[src/rtl/cu_pkg.sv]
// Shared encodings for the risc_control_unit FSM:
// states, instruction classes, branch conditions, ALU pass-through opcodes.
package cu_pkg;

    typedef enum logic [3:0] {
        RESET_S = 4'd0,
        FETCH   = 4'd1,
        DECODE  = 4'd2,
        EX_ALU  = 4'd3,
        EX_LD   = 4'd4,
        EX_ST   = 4'd5,
        EX_BR   = 4'd6,
        EX_JR   = 4'd7,
        HALT    = 4'd8,
        ILLEGAL = 4'd9
    } state_t;

    localparam logic [2:0] CLS_ALU   = 3'b000;
    localparam logic [2:0] CLS_LOAD  = 3'b001;
    localparam logic [2:0] CLS_STORE = 3'b010;
    localparam logic [2:0] CLS_BR    = 3'b011;
    localparam logic [2:0] CLS_JR    = 3'b100;
    localparam logic [2:0] CLS_HALT  = 3'b111;

    localparam logic [2:0] COND_AL = 3'b000;
    localparam logic [2:0] COND_Z  = 3'b001;
    localparam logic [2:0] COND_NZ = 3'b010;
    localparam logic [2:0] COND_N  = 3'b011;
    localparam logic [2:0] COND_NN = 3'b100;
    localparam logic [2:0] COND_C  = 3'b101;
    localparam logic [2:0] COND_NC = 3'b110;
    localparam logic [2:0] COND_NV = 3'b111;

    localparam logic [3:0] ALU_PASS_R = 4'h0;
    localparam logic [3:0] ALU_PASS_S = 4'h1;

endpackage

[src/rtl/cu_cond_eval.sv]
// Branch condition evaluator over the latched C/N/Z flags.
// Purely combinational.
module cu_cond_eval
    import cu_pkg::*;
(
    input  logic [2:0] cond,
    input  logic       c,
    input  logic       n,
    input  logic       z,
    output logic       taken
);

    always_comb begin
        taken = 1'b0;
        unique case (cond)
            COND_AL: taken = 1'b1;
            COND_Z:  taken = z;
            COND_NZ: taken = !z;
            COND_N:  taken = n;
            COND_NN: taken = !n;
            COND_C:  taken = c;
            COND_NC: taken = !c;
            COND_NV: taken = 1'b0;
        endcase
    end

endmodule

[src/rtl/risc_control_unit.sv]
// Multi-cycle control FSM for the 16-bit RISC core: fetch, decode,
// one execute state per instruction class, plus the latched status flags.
module risc_control_unit
    import cu_pkg::*;
(
    input  logic        clk,
    input  logic        reset,
    input  logic [15:0] IR,
    input  logic        C,
    input  logic        N,
    input  logic        Z,
    input  logic        mem_rdy,
    output logic        adr_sel,
    output logic        s_sel,
    output logic        pc_sel,
    output logic        pc_ld,
    output logic        pc_inc,
    output logic        ir_ld,
    output logic        W_en,
    output logic [2:0]  W_Adr,
    output logic [2:0]  R_Adr,
    output logic [2:0]  S_Adr,
    output logic [3:0]  ALU_OP,
    output logic        mr_en,
    output logic        mw_en,
    output logic        halt,
    output logic        illegal,
    output logic [3:0]  state
);

    state_t st;
    logic   c_q, n_q, z_q;
    logic   taken;

    cu_cond_eval u_cond (
        .cond  (IR[12:10]),
        .c     (c_q),
        .n     (n_q),
        .z     (z_q),
        .taken (taken)
    );

    always_ff @(posedge clk or negedge reset) begin
        if (!reset) begin
            st  <= RESET_S;
            c_q <= 1'b0;
            n_q <= 1'b0;
            z_q <= 1'b0;
        end else begin
            if (st == EX_ALU) begin
                c_q <= C;
                n_q <= N;
                z_q <= Z;
            end
            unique case (st)
                RESET_S: st <= FETCH;
                FETCH:   if (mem_rdy) st <= DECODE;
                DECODE: begin
                    unique case (IR[15:13])
                        CLS_ALU:   st <= EX_ALU;
                        CLS_LOAD:  st <= EX_LD;
                        CLS_STORE: st <= EX_ST;
                        CLS_BR:    st <= EX_BR;
                        CLS_JR:    st <= EX_JR;
                        CLS_HALT:  st <= HALT;
                        default:   st <= ILLEGAL;
                    endcase
                end
                EX_LD, EX_ST: if (mem_rdy) st <= FETCH;
                EX_ALU, EX_BR, EX_JR: st <= FETCH;
                HALT:    st <= HALT;
                ILLEGAL: st <= ILLEGAL;
                default: st <= ILLEGAL;
            endcase
        end
    end

    // Register addresses are only meaningful once IR holds the new word.
    logic addr_on;
    assign addr_on = (st == DECODE) || (st == EX_ALU) || (st == EX_LD)
                  || (st == EX_ST) || (st == EX_BR) || (st == EX_JR);

    assign W_Adr = addr_on ? IR[8:6] : 3'd0;
    assign R_Adr = addr_on ? IR[5:3] : 3'd0;
    assign S_Adr = addr_on ? IR[2:0] : 3'd0;
    assign state = st;

    always_comb begin
        adr_sel = 1'b0;
        s_sel   = 1'b0;
        pc_sel  = 1'b0;
        pc_ld   = 1'b0;
        pc_inc  = 1'b0;
        ir_ld   = 1'b0;
        W_en    = 1'b0;
        ALU_OP  = 4'h0;
        mr_en   = 1'b0;
        mw_en   = 1'b0;
        halt    = 1'b0;
        illegal = 1'b0;
        unique case (st)
            FETCH: begin
                mr_en  = 1'b1;
                ir_ld  = mem_rdy;
                pc_inc = mem_rdy;
            end
            EX_ALU: begin
                W_en   = 1'b1;
                ALU_OP = IR[12:9];
            end
            EX_LD: begin
                adr_sel = 1'b1;
                mr_en   = 1'b1;
                s_sel   = 1'b1;
                ALU_OP  = ALU_PASS_S;
                W_en    = mem_rdy;
            end
            EX_ST: begin
                adr_sel = 1'b1;
                mw_en   = 1'b1;
                ALU_OP  = ALU_PASS_S;
            end
            EX_BR: pc_ld = taken;
            EX_JR: begin
                ALU_OP = ALU_PASS_R;
                pc_sel = 1'b1;
                pc_ld  = 1'b1;
            end
            HALT:    halt    = 1'b1;
            ILLEGAL: illegal = 1'b1;
            default: ;
        endcase
    end

endmodule

[config.mk]
export PLATFORM = sky130hd
export DESIGN_NAME = risc_control_unit
export DESIGN_NICKNAME = d
export VERILOG_FILES = /design/src/rtl/cu_pkg.sv /design/src/rtl/cu_cond_eval.sv /design/src/rtl/risc_control_unit.sv
export SDC_FILE = /design/constraint.sdc
export NUM_CORES = 1
export LEC_CHECK = 0
export ABC_AREA = 1
export CORE_AREA = 2 2 47 49
export DETAILED_ROUTE_END_ITERATION = 10
export DIE_AREA = 0 0 49 51
export GPL_TIMING_DRIVEN = 0
export HOLD_SLACK_MARGIN = 0.1
export PLACE_DENSITY = 0.9
export SLEW_MARGIN = 20
export SYNTH_ARGS = -nofsm -noshare
export SYNTH_HDL_FRONTEND = slang
export SYNTH_SLANG_ARGS = --single-unit
[constraint.sdc]
create_clock -name clk -period 2.7 [get_ports clk]
set_input_delay 0.405 -clock clk [delete_from_list [all_inputs] [get_ports clk]]
set_output_delay 0.405 -clock clk [all_outputs]
set_load 0.005 [all_outputs]
== Word-level counts from Yosys, hierarchy flattened ==
Index checks and enable logic that the tools add are counted.

* Add/sub/neg operators: 0
* Multiply operators: 0
* Div/mod/pow operators: 0
* Order comparisons: 0
* Eq/ne operators: 23
* Shift-type cells: 0
* Muxes and demuxes: 19
* Bitwise gates (word level): 0
* Reduce and logical (&&, ||, !) cells: 15

{| class="wikitable"
|+ Operators by type and width
! operator !! count
|-
| case mux 4 bit (6 select lines) || 1
|-
| case mux 4 bit (5 select lines) || 1
|-
| == test 3 bit, second input constant || 6
|-
| == test 4 x 3 -> 1 bit, second input constant || 4
|-
| == test 3 x 2 -> 1 bit, second input constant || 4
|-
| two-way mux 3 bit || 3
|-
| == test 4 x 2 -> 1 bit, second input constant || 2
|-
| == test 4 bit, second input constant || 2
|-
| two-way mux 1 bit || 8
|-
| two-way mux 4 bit || 2
|-
| case mux 1 bit (8 select lines) || 1
|-
| case mux 4 bit (2 select lines) || 1
|-
| == test 3 x 1 -> 1 bit, second input constant || 2
|-
| zero test 3 bit || 2
|-
| logical OR 1 bit || 5
|-
| == test 4 x 1 -> 1 bit, second input constant || 1
|-
| zero test 4 bit || 1
|-
| case mux 1 bit (2 select lines) || 2
|-
| OR reduction 2 bit || 2
|-
| OR reduction 4 bit || 1
|-
| zero test 1 bit || 3
|-
| inequality test 2 x 1 -> 1 bit, second input constant || 1
|-
| inequality test 2 bit, second input constant || 1
|-
| AND reduction 2 bit || 1
|}

* Register bits: 7
* Latch bits: 0
* Bits in writable memories: 0
* Memory bits (read-only): 0
* Output and inout port bits: 28
* Memories: 0

== Depth between registers and ports, before layout ==
Gate-level depths: netlist of run 1.

* Depth in word-level cells: 7
* Mapped depth: 8

== Hierarchy ==
A second synthesis of run 1 with hierarchy kept.

* Cell total of the unflattened synthesis: 119
* Area total of the unflattened synthesis: 689.4 um^2

{| class="wikitable"
|+ Modules (own cells, without submodules)
! module !! times used !! cells each !! area an instance (um^2) !! seq. area each (um^2)
|-
| risc_control_unit || 1 || 103 || 624.3 || 175.2
|-
| cu_cond_eval || 1 || 16 || 65.1 || 0.0
|}

== Worst setup path after synthesis of run 1 ==
Ideal clock, no wire load.

* Kind: flip-flop to output port
* Start: reg st[1], in the netlist state[1]
* End: out pc_inc
* Arrival: 1.022 ns
* Required time: 2.295 ns
* Path slack: 1.273 ns
* Cell stages (with the launch flop): 6
* Buffers on the path: 2
* Path through: dfrtp_1 clkbuf_8 nor2_4 nand2_2 nor2_1 buf_4

* Cells in the longest elaborated chain, start to end: 2

{| class="wikitable"
|+ RTL lines
! item !! RTL line !! source
|-
| start: declaration || risc_control_unit.sv:31 || <nowiki>state_t st;</nowiki>
|-
| start signal: assignment || risc_control_unit.sv:45 || <nowiki>st <= RESET_S;</nowiki>
|-
| start signal: assignment || risc_control_unit.sv:56 || <nowiki>RESET_S: st <= FETCH;</nowiki>
|-
| start signal: assignment || risc_control_unit.sv:57 || <nowiki>FETCH: if (mem_rdy) st <= DECODE;</nowiki>
|-
| == test 4 x 1 -> 1 bit || - ||
|-
| two-way mux 1 bit || - ||
|-
| end: declaration || risc_control_unit.sv:17 || <nowiki>output logic pc_inc,</nowiki>
|}

No other way between the ends.

== Worst setup path after layout of run 1 ==
* Start: in IR[11]
* End: out pc_ld

* Cells in the longest elaborated chain, start to end: 3
* Elaborated cells on any way between the ends: 10
* Those cells by class: 7 x eq/ne; 2 x mux; 1 x reduce/logical

{| class="wikitable"
|+ RTL lines
! item !! RTL line !! source
|-
| start: declaration || risc_control_unit.sv:8 || <nowiki>input logic [15:0] IR,</nowiki>
|-
| == test 3 bit (tied with other cells) || cu_cond_eval.sv:15 || <nowiki>unique case (cond)</nowiki>
|-
| case mux 1 bit (8 select lines) * || cu_cond_eval.sv:15 ||
|-
| case mux 1 bit (2 select lines) * || risc_control_unit.sv:101 || <nowiki>unique case (st)</nowiki>
|-
| end: declaration || risc_control_unit.sv:16 || <nowiki>output logic pc_ld,</nowiki>
|}

Every way passes the cells marked *; elsewhere a longest branch is shown, timed or not.

==> results of run 1 <==
-- flip-flops by register name, summed over array words and instances (netlist names) --
name,flops
n_q,1
c_q,1
state,4
z_q,1
-- logic make-up (layout without fill, tap and decap cells) --
group | after synthesis | after routing | share of synthesized area
AO/OA/AOI/OAI | 14 | 14 | 0.134
buffers and inverters | 30 | 83 | 0.193
flip-flops | 7 | 7 | 0.253
AND/OR/NAND/NOR | 67 | 67 | 0.421
-- per-stage QoR --
step / std cells / util / power (mW)
after floorplan: 118 / - / 0.123
after global placement: 195 / 0.591 / 0.158
after detailed placement: 195 / 0.591 / 0.160
after CTS: 199 / 0.604 / 0.260
after global routing: 199 / 0.604 / 0.270
final: 199 / 0.604 / 0.259
-- cell type report --
| class | instances | area share |
|---|---|---|
| buffer | 3 | 0.0261 |
| clock buffer | 3 | 0.0181 |
| clock inverter | 1 | 0.00402 |
| inverter | 27 | 0.0813 |
| multi-input combinational | 81 | 0.308 |
| sequential | 7 | 0.141 |
| tap | 28 | 0.0281 |
| timing repair buffer | 49 | 0.394 |
-- placed cells by master (no fill, tap or decap), drive strengths merged, types with 2 or more instances in the layout --
cell type	instances
buf	2
o21ai	10
nand2	38
dfrtp	7
clkdlybuf4s50	49
a21oi	4
nand3	3
inv	27
clkbuf	4
nor2	24
-- worst min-delay path by stage --
stage | start | end | slack [ns] | depth (start not counted)
floorplan | reset | c_q | 0.11 | 0
global placement | c_q | c_q | 0.50 | 2
detailed placement | z_q | z_q | 0.53 | 2
CTS | reset | z_q | 0.42 | 1
global route | reset | state[0] | 0.43 | 1
finish | reset | n_q | 0.40 | 1
-- layer usage --
layer / routed length (µm) / part of all wire
met1: 735 / 0.37
met2: 1110 / 0.55
met3: 126 / 0.063
met4: 38 / 0.019
met5: 0 / 0
-- report_power, final --
| group | internal [mW] | leakage, nW | switching, mW | total [mW] |
|---|---|---|---|---|
| sequential | 0.106 | 0.0746 | 0.000480 | 0.106 |
| clock | 0.0545 | 0.0177 | 0.0465 | 0.101 |
| combinational | 0.0323 | 0.544 | 0.0199 | 0.0522 |
| total | 0.193 | 0.636 | 0.0668 | 0.259 |
==> impl_results.rst, run 1 <==
.. list-table::
   :header-rows: 1

   * - Metric
     - Value
   * - Outcome
     - finished, final reports clean
   * - Fraction of layout cells with a size suffix above 1
     - 0.129
   * - NumNets Final
     - 194
   * - Detail-routed net length per standard cell
     - roughly 10 µm
   * - Shortest clock period the worst path allows after layout
     - 2.29 ns
   * - Main area contributors after synthesis
     - dfrtp_1 (25%), nand2_1 (18%), inv_1 (14%)
   * - Post-route cell area
     - roughly 1200 µm²
   * - Post-place setup slack
     - 0.410 ns
   * - Post-DP HPWL
     - 1730 µm
   * - Via count of the first global-routing pass
     - just under 800
   * - Post-synth top flop
     - dfrtp_1
   * - Largest clock skew in the final design
     - 0.00514 ns
   * - Static leakage
     - 0.636 nW
   * - Crit path launch
     - IR[11]
   * - Met1 GRT Util
     - 0.168
   * - Number of vias per cell
     - ~4.4
   * - Detailed router's first-iteration violation count
     - 14
   * - Global router's overall resource usage
     - 0.167
   * - Area grow syn2layout
     - 79.8%
   * - Rel. slew slack
     - 0.762
   * - TritonCTS clock tree
     - yes
   * - Number of slew-limit violations in the final report
     - 0
   * - Post-route setup slack
     - 0.408 ns
   * - Area of the die
     - 2500 µm²
   * - Async S/R FF share, synth
     - 1.00
   * - VDD IR max
     - about 170 µV
   * - Least-Margin Pin Slew
     - 0.357 ns
   * - Max-cap violations
     - 0
   * - Max Freq
     - ~440 MHz
   * - Final antenna diode count
     - 0
   * - Top cell family by delay on the critical path
     - buffers and inverters
   * - Area of the core
     - 2060 µm²
   * - Worst R2R Setup Slack
     - roughly 1.5 ns
   * - TritonRoute pass-1 iters
     - 4
   * - Commonest cells in the synthesized netlist
     - nand2_1 (34), inv_1 (26), nor2_1 (21)
   * - Summed negative setup slack over all endpoints
     - 0 ns
   * - Wire length of the first global-routing pass
     - between 3000 and 4000 µm
   * - Number of enable-type register cells in the synthesized netlist
     - 0
   * - Filler Cells Inserted
     - 193
   * - Setup repair after global routing missed its margin
     - false
   * - Total area of sequential cells
     - ~180 µm²
   * - Final hold slack
     - 0.401 ns
   * - Final Hold Vio Count
     - 0
   * - Dpl cell area
     - around 1200 µm²
   * - Worst Setup EP
     - pc_ld
   * - Most repeated cell in the gate-level netlist after synthesis
     - nand2_1
   * - Total of buffers placed on input and output ports
     - 49
   * - H-tree levels
     - 1
   * - Number of antenna violations at the first check in global routing
     - 0
   * - Number of setup buffers added after CTS
     - 0
   * - Total standard cell area after synthesis
     - 693 µm²
   * - Cell at the slowest stage of the critical path
     - clkdlybuf4s50_1
   * - Startpoint type of the worst setup path
     - input pin
   * - Total of hold buffers inserted after clock tree synthesis
     - 0
   * - Total of warnings raised by yosys
     - 0
   * - Clock slew at reported path FFs
     - 0.06 ns
   * - Tcrit/Tclk final
     - 0.849
   * - Number of cell instances on the worst register-to-register path
     - 5
   * - Total of flip-flops plus latches after synthesis
     - 7
   * - Worst path buffer plus inverter count
     - 3
   * - Multi-input combinational cell area
     - 384 µm²
   * - DRC violation count after routing
     - 0
   * - Max stage delay on crit path
     - just over 0.5 ns
   * - Share of synthesized area occupied by flip-flops and latches
     - 0.253
   * - Worst reg2reg path startpoint
     - state[2]
   * - Number of cells upsized or downsized after cts
     - 0
   * - Power density over the cells
     - 208 nW/µm²
   * - Per-instance average area after synthesis
     - a little under 6 µm²
   * - Initial cell density of the core
     - 0.336
   * - Post-detailed-route count of antenna-violating nets
     - 0
   * - Latest clock arrival within the worst-skew pair
     - around 0.27 ns
   * - Count of different cell masters after synthesis
     - 18
   * - Sinks on Clock Net
     - 7
   * - Critical Path End Type
     - primary output
   * - Crit path arrival time
     - 1.89 ns
   * - Synth top area share
     - 0.253
   * - Destination of the worst register-to-register timing path
     - c_q
   * - Syn Nets
     - 140
   * - Crit path depth
     - 8
   * - Clk Tree Root Cell
     - clkbuf_4
   * - Largest fanout on the critical path
     - 3
   * - Clock Path Buffers
     - 2
   * - Syn Inst Count
     - 118
   * - Cts bufs inserted
     - 3
   * - IO Pins
     - 50
   * - Crit path required time
     - 2.30 ns
   * - Routability Congestion
     - around 0.85
   * - Largest net degree at the start of global routing
     - 11
   * - GRT Residual Overflow
     - 0
   * - Final setup vio count
     - 0
   * - Category of the most critical setup path
     - in2out
   * - Top cell type by total area after synthesis
     - dfrtp_1
   * - GR Util met2
     - 0.340
   * - Dominant cell type by count on the critical path
     - nand2_1
   * - Crit path cell chain
     - clkdlybuf4s50_1 -> inv_1 -> nand2_1 -> nand2_1 -> a21oi_1 -> nand2_1 -> nand2_1 -> clkdlybuf4s50_1
   * - Row Count
     - 17
   * - Sum of routed wire length over all layers
     - 2010 µm
   * - Most used routing layer
     - met2
   * - Vias post-DR
     - 879
   * - Width of the die
     - 49 µm
   * - Hold/Removal Path Class
     - in2async
   * - Die height
     - 51 µm
   * - GRT met3 Usage
     - 0.0292
Power figures use the tool's default switching activity.
==> run 2: changes to the inputs <==
Settings changed: CORE_AREA 2 2 47 49 to 2 2 51 53, DIE_AREA 0 0 49 51 to 0 0 53 55, PLACE_DENSITY 0.9 to 0.82.
Clock period 2.7 ns to 2 ns, I/O delays scaled along.
==> run 2 against run 1 <==
Sequential share of layout area is 1.3 points lower. Die area rose by 17%. Utilization shrank 1.0 points. Critical path depth fell by 3. Cell area up 13%. Clock skew fell by 0.0031 ns. Count of clock-buffer cells in the layout up 1. Global-route usage is 1.1 points lower. Final cell count grew 8.5%. Worst setup slack lost 0.35 ns. Combinational power is 34% higher. Non-clock buffer count up 15. Critical endpoint is now ALU_OP[1].
==> impl_results.rst, run 2 (synthesis gave the netlist of run 1 again) <==
.. list-table::
   :header-rows: 1

   * - Metric
     - Value
   * - Number of cell instances on the worst register-to-register path
     - 9 (+4)
   * - Final setup vio count
     - 0 (unchanged)
   * - Worst R2R Setup Slack
     - 0.71 ns (-0.80 ns)
   * - Area grow syn2layout
     - 103%
   * - Final Hold Vio Count
     - 0 (unchanged)
   * - Least-Margin Pin Slew
     - 0.363 ns (+0.00595 ns)
   * - Destination of the worst register-to-register timing path
     - state[0]
   * - Detail-routed net length per standard cell
     - 10.8 µm (+6.6%)
   * - Hold/Removal Path Class
     - in2async
   * - Post-route cell area
     - 1400 µm² (+13%)
   * - Fraction of layout cells with a size suffix above 1
     - 0.242 (+0.113)
   * - Routability Congestion
     - 0.790 (-7.1%)
   * - GRT Residual Overflow
     - 0 (unchanged)
   * - Cts bufs inserted
     - 3 (unchanged)
   * - TritonRoute pass-1 iters
     - 4 (unchanged)
   * - Clk Tree Root Cell
     - clkbuf_4
   * - Filler Cells Inserted
     - 235 (+22%)
   * - DRC violation count after routing
     - 0 (unchanged)
   * - Category of the most critical setup path
     - reg2out
   * - IO Pins
     - 50 (unchanged)
   * - Multi-input combinational cell area
     - 419 µm² (+9.1%)
   * - Wire length of the first global-routing pass
     - 3300 µm (+1.3%)
   * - Number of antenna violations at the first check in global routing
     - 0 (unchanged)
   * - Shortest clock period the worst path allows after layout
     - between 1.5 and 2 ns
   * - Tcrit/Tclk final
     - 0.973
   * - Post-route setup slack
     - 0.0549 ns (-0.353 ns)
   * - Row Count
     - 18 (+1)
   * - Most common cell after layout, fill and taps aside
     - clkdlybuf4s50_1
   * - Largest fanout on the critical path
     - 7 (+4)
   * - Clock slew at reported path FFs
     - 0.05 ns (about the same)
   * - Largest register FFs
     - 4 (unchanged)
   * - Dpl cell area
     - 1220 µm² (+0.21%)
   * - TritonCTS clock tree
     - yes
   * - Static leakage
     - 0.809 nW (+27%)
   * - Post-DP HPWL
     - 1630 µm (-5.7%)
   * - Crit path required time
     - 1.70 ns (-0.60 ns)
   * - Total of buffers placed on input and output ports
     - 49 (unchanged)
   * - Area of the core
     - 2360 µm² (+15%)
   * - Crit path arrival time
     - 1.65 ns (-0.24 ns)
   * - Crit path launch
     - state[0]
   * - Total of hold buffers inserted after clock tree synthesis
     - 0 (unchanged)
   * - Vias post-DR
     - 949 (+8.0%)
   * - Detailed router's first-iteration violation count
     - 11 (-3)
   * - Sinks on Clock Net
     - 7 (unchanged)
   * - Max Freq
     - 514 MHz
   * - Via count of the first global-routing pass
     - 827 (+6.0%)
   * - Final hold slack
     - 0.324 ns (-0.0774 ns)
   * - Rel. slew slack
     - 0.757 (-0.00469)
   * - Power density over the cells
     - 245 nW/µm² (+18%)
   * - Latest clock arrival within the worst-skew pair
     - 0.25 ns (-0.02 ns)
   * - H-tree levels
     - 1 (unchanged)
   * - Worst reg2reg path startpoint
     - state[1]
   * - Worst Setup EP
     - ALU_OP[1]
   * - Fin util
     - 0.594 (-0.0104)
   * - Width of the die
     - 53 µm (+8.2%)
   * - Die height
     - 55 µm (+7.8%)
   * - Number of vias per cell
     - 4.39 (-0.53%)
   * - Initial cell density of the core
     - 0.293 (-0.0428)
   * - Number of slew-limit violations in the final report
     - 0 (unchanged)
   * - Max-cap violations
     - 0 (unchanged)
   * - Clock Path Buffers
     - 2 (unchanged)
   * - Critical Path End Type
     - primary output
   * - Outcome
     - finished, final reports clean
   * - Total power draw
     - 344 µW (+33%)
   * - VDD IR max
     - 204 µV (+17%)
   * - NumNets Final
     - 209 (+7.7%)
   * - Commonest cells after routing, fill and taps aside
     - clkdlybuf4s50_1 (38), nand2_1 (33), inv_1 (24), nor2_1 (19), buf_4 (16)
   * - Post-detailed-route count of antenna-violating nets
     - 0 (unchanged)
   * - Post-place setup slack
     - -0.0492 ns (-0.459 ns)
   * - Area of the die
     - 2920 µm² (+17%)
   * - Largest clock skew in the final design
     - 0.00206 ns (-0.00308 ns)
   * - Final antenna diode count
     - 0 (unchanged)
   * - Largest net degree at the start of global routing
     - 11 (unchanged)
   * - Sum of routed wire length over all layers
     - 2320 µm (+16%)
   * - Startpoint type of the worst setup path
     - flip-flop
   * - Total area of sequential cells
     - 179 µm² (+2.1%)
   * - Global router's overall resource usage
     - 0.156 (-0.0106)
run 2: cell count changes in the layout (fill, tap and decap cells not counted), moves of 2 or more:
cell / change
dfrtp_1: -3
buf_4: +15
dlygate4sd2_1: +6
dfrtp_2: +3
nor2_1: -2
nor2_4: +2
clkdlybuf4s50_1: -11
inv_2: +2
inv_1: -2
dlymetal6s2s_1: +5
run 2: worst min-delay path by stage:
stage          endpoint  cells after the start  slack (ns)
2_1_floorplan       c_q                      0       0.004
3_3_place_gp        c_q                      2        0.49
3_5_place_dp        z_q                      2        0.51
4_1_cts             n_q                      1        0.32
5_1_grt        state[1]                      1        0.33
6_report            n_q                      1        0.32
run 2: critical path, stage by stage, from the launching register on:
cell and delay, ns:
dfrtp_2 0.45, buf_4 0.14, nand3_2 0.08, buf_6 0.13, nor2_1 0.08, clkdlybuf4s50_1 0.50
run 2: per-stage QoR:
| stage | setup TNS (ns) | cells |
|---|---|---|
| after detailed placement | -0.0492 | 197 |
| after global routing | -0.0234 | 216 |
| after floorplan | 0 | 118 |
| after CTS | 0 | 209 |
| after global placement | -0.0151 | 197 |
| final | 0 | 216 |
run 2: final cells by class:
class	count	area share
Clock buffer	4	0.0187
Inverter	27	0.0722
Tap cell	30	0.0267
Multi-Input combinational cell	81	0.299
Buffer	3	0.0232
Timing Repair Buffer	64	0.433
Sequential cell	7	0.127
run 2: per-layer routing:
layer,GRT usage,vias to the layer above,routed length (µm)
li1,-,485,-
met4,0.107,0,65
met5,0,-,0
met2,0.300,32,1230
met1,0.152,425,893
met3,0.0296,7,132
run 2: power breakdown:
part	internal (mW)	switching [mW]
Clock	0.0763	0.0546
Combinational	0.0424	0.0275
Sequential	0.143	0.000550
Total	0.261	0.0826
run 2: repair_timing:
| action | in CTS | in global routing |
|---|---|---|
| buffers inserted | 8 | 7 |
| endpoints found under the hold margin | 0 | 0 |
| cloned | 0 | 0 |
| pin swaps | 3 | 1 |
| endpoints found under the setup margin | 13 | 11 |
| resized for setup | 15 | 10 |
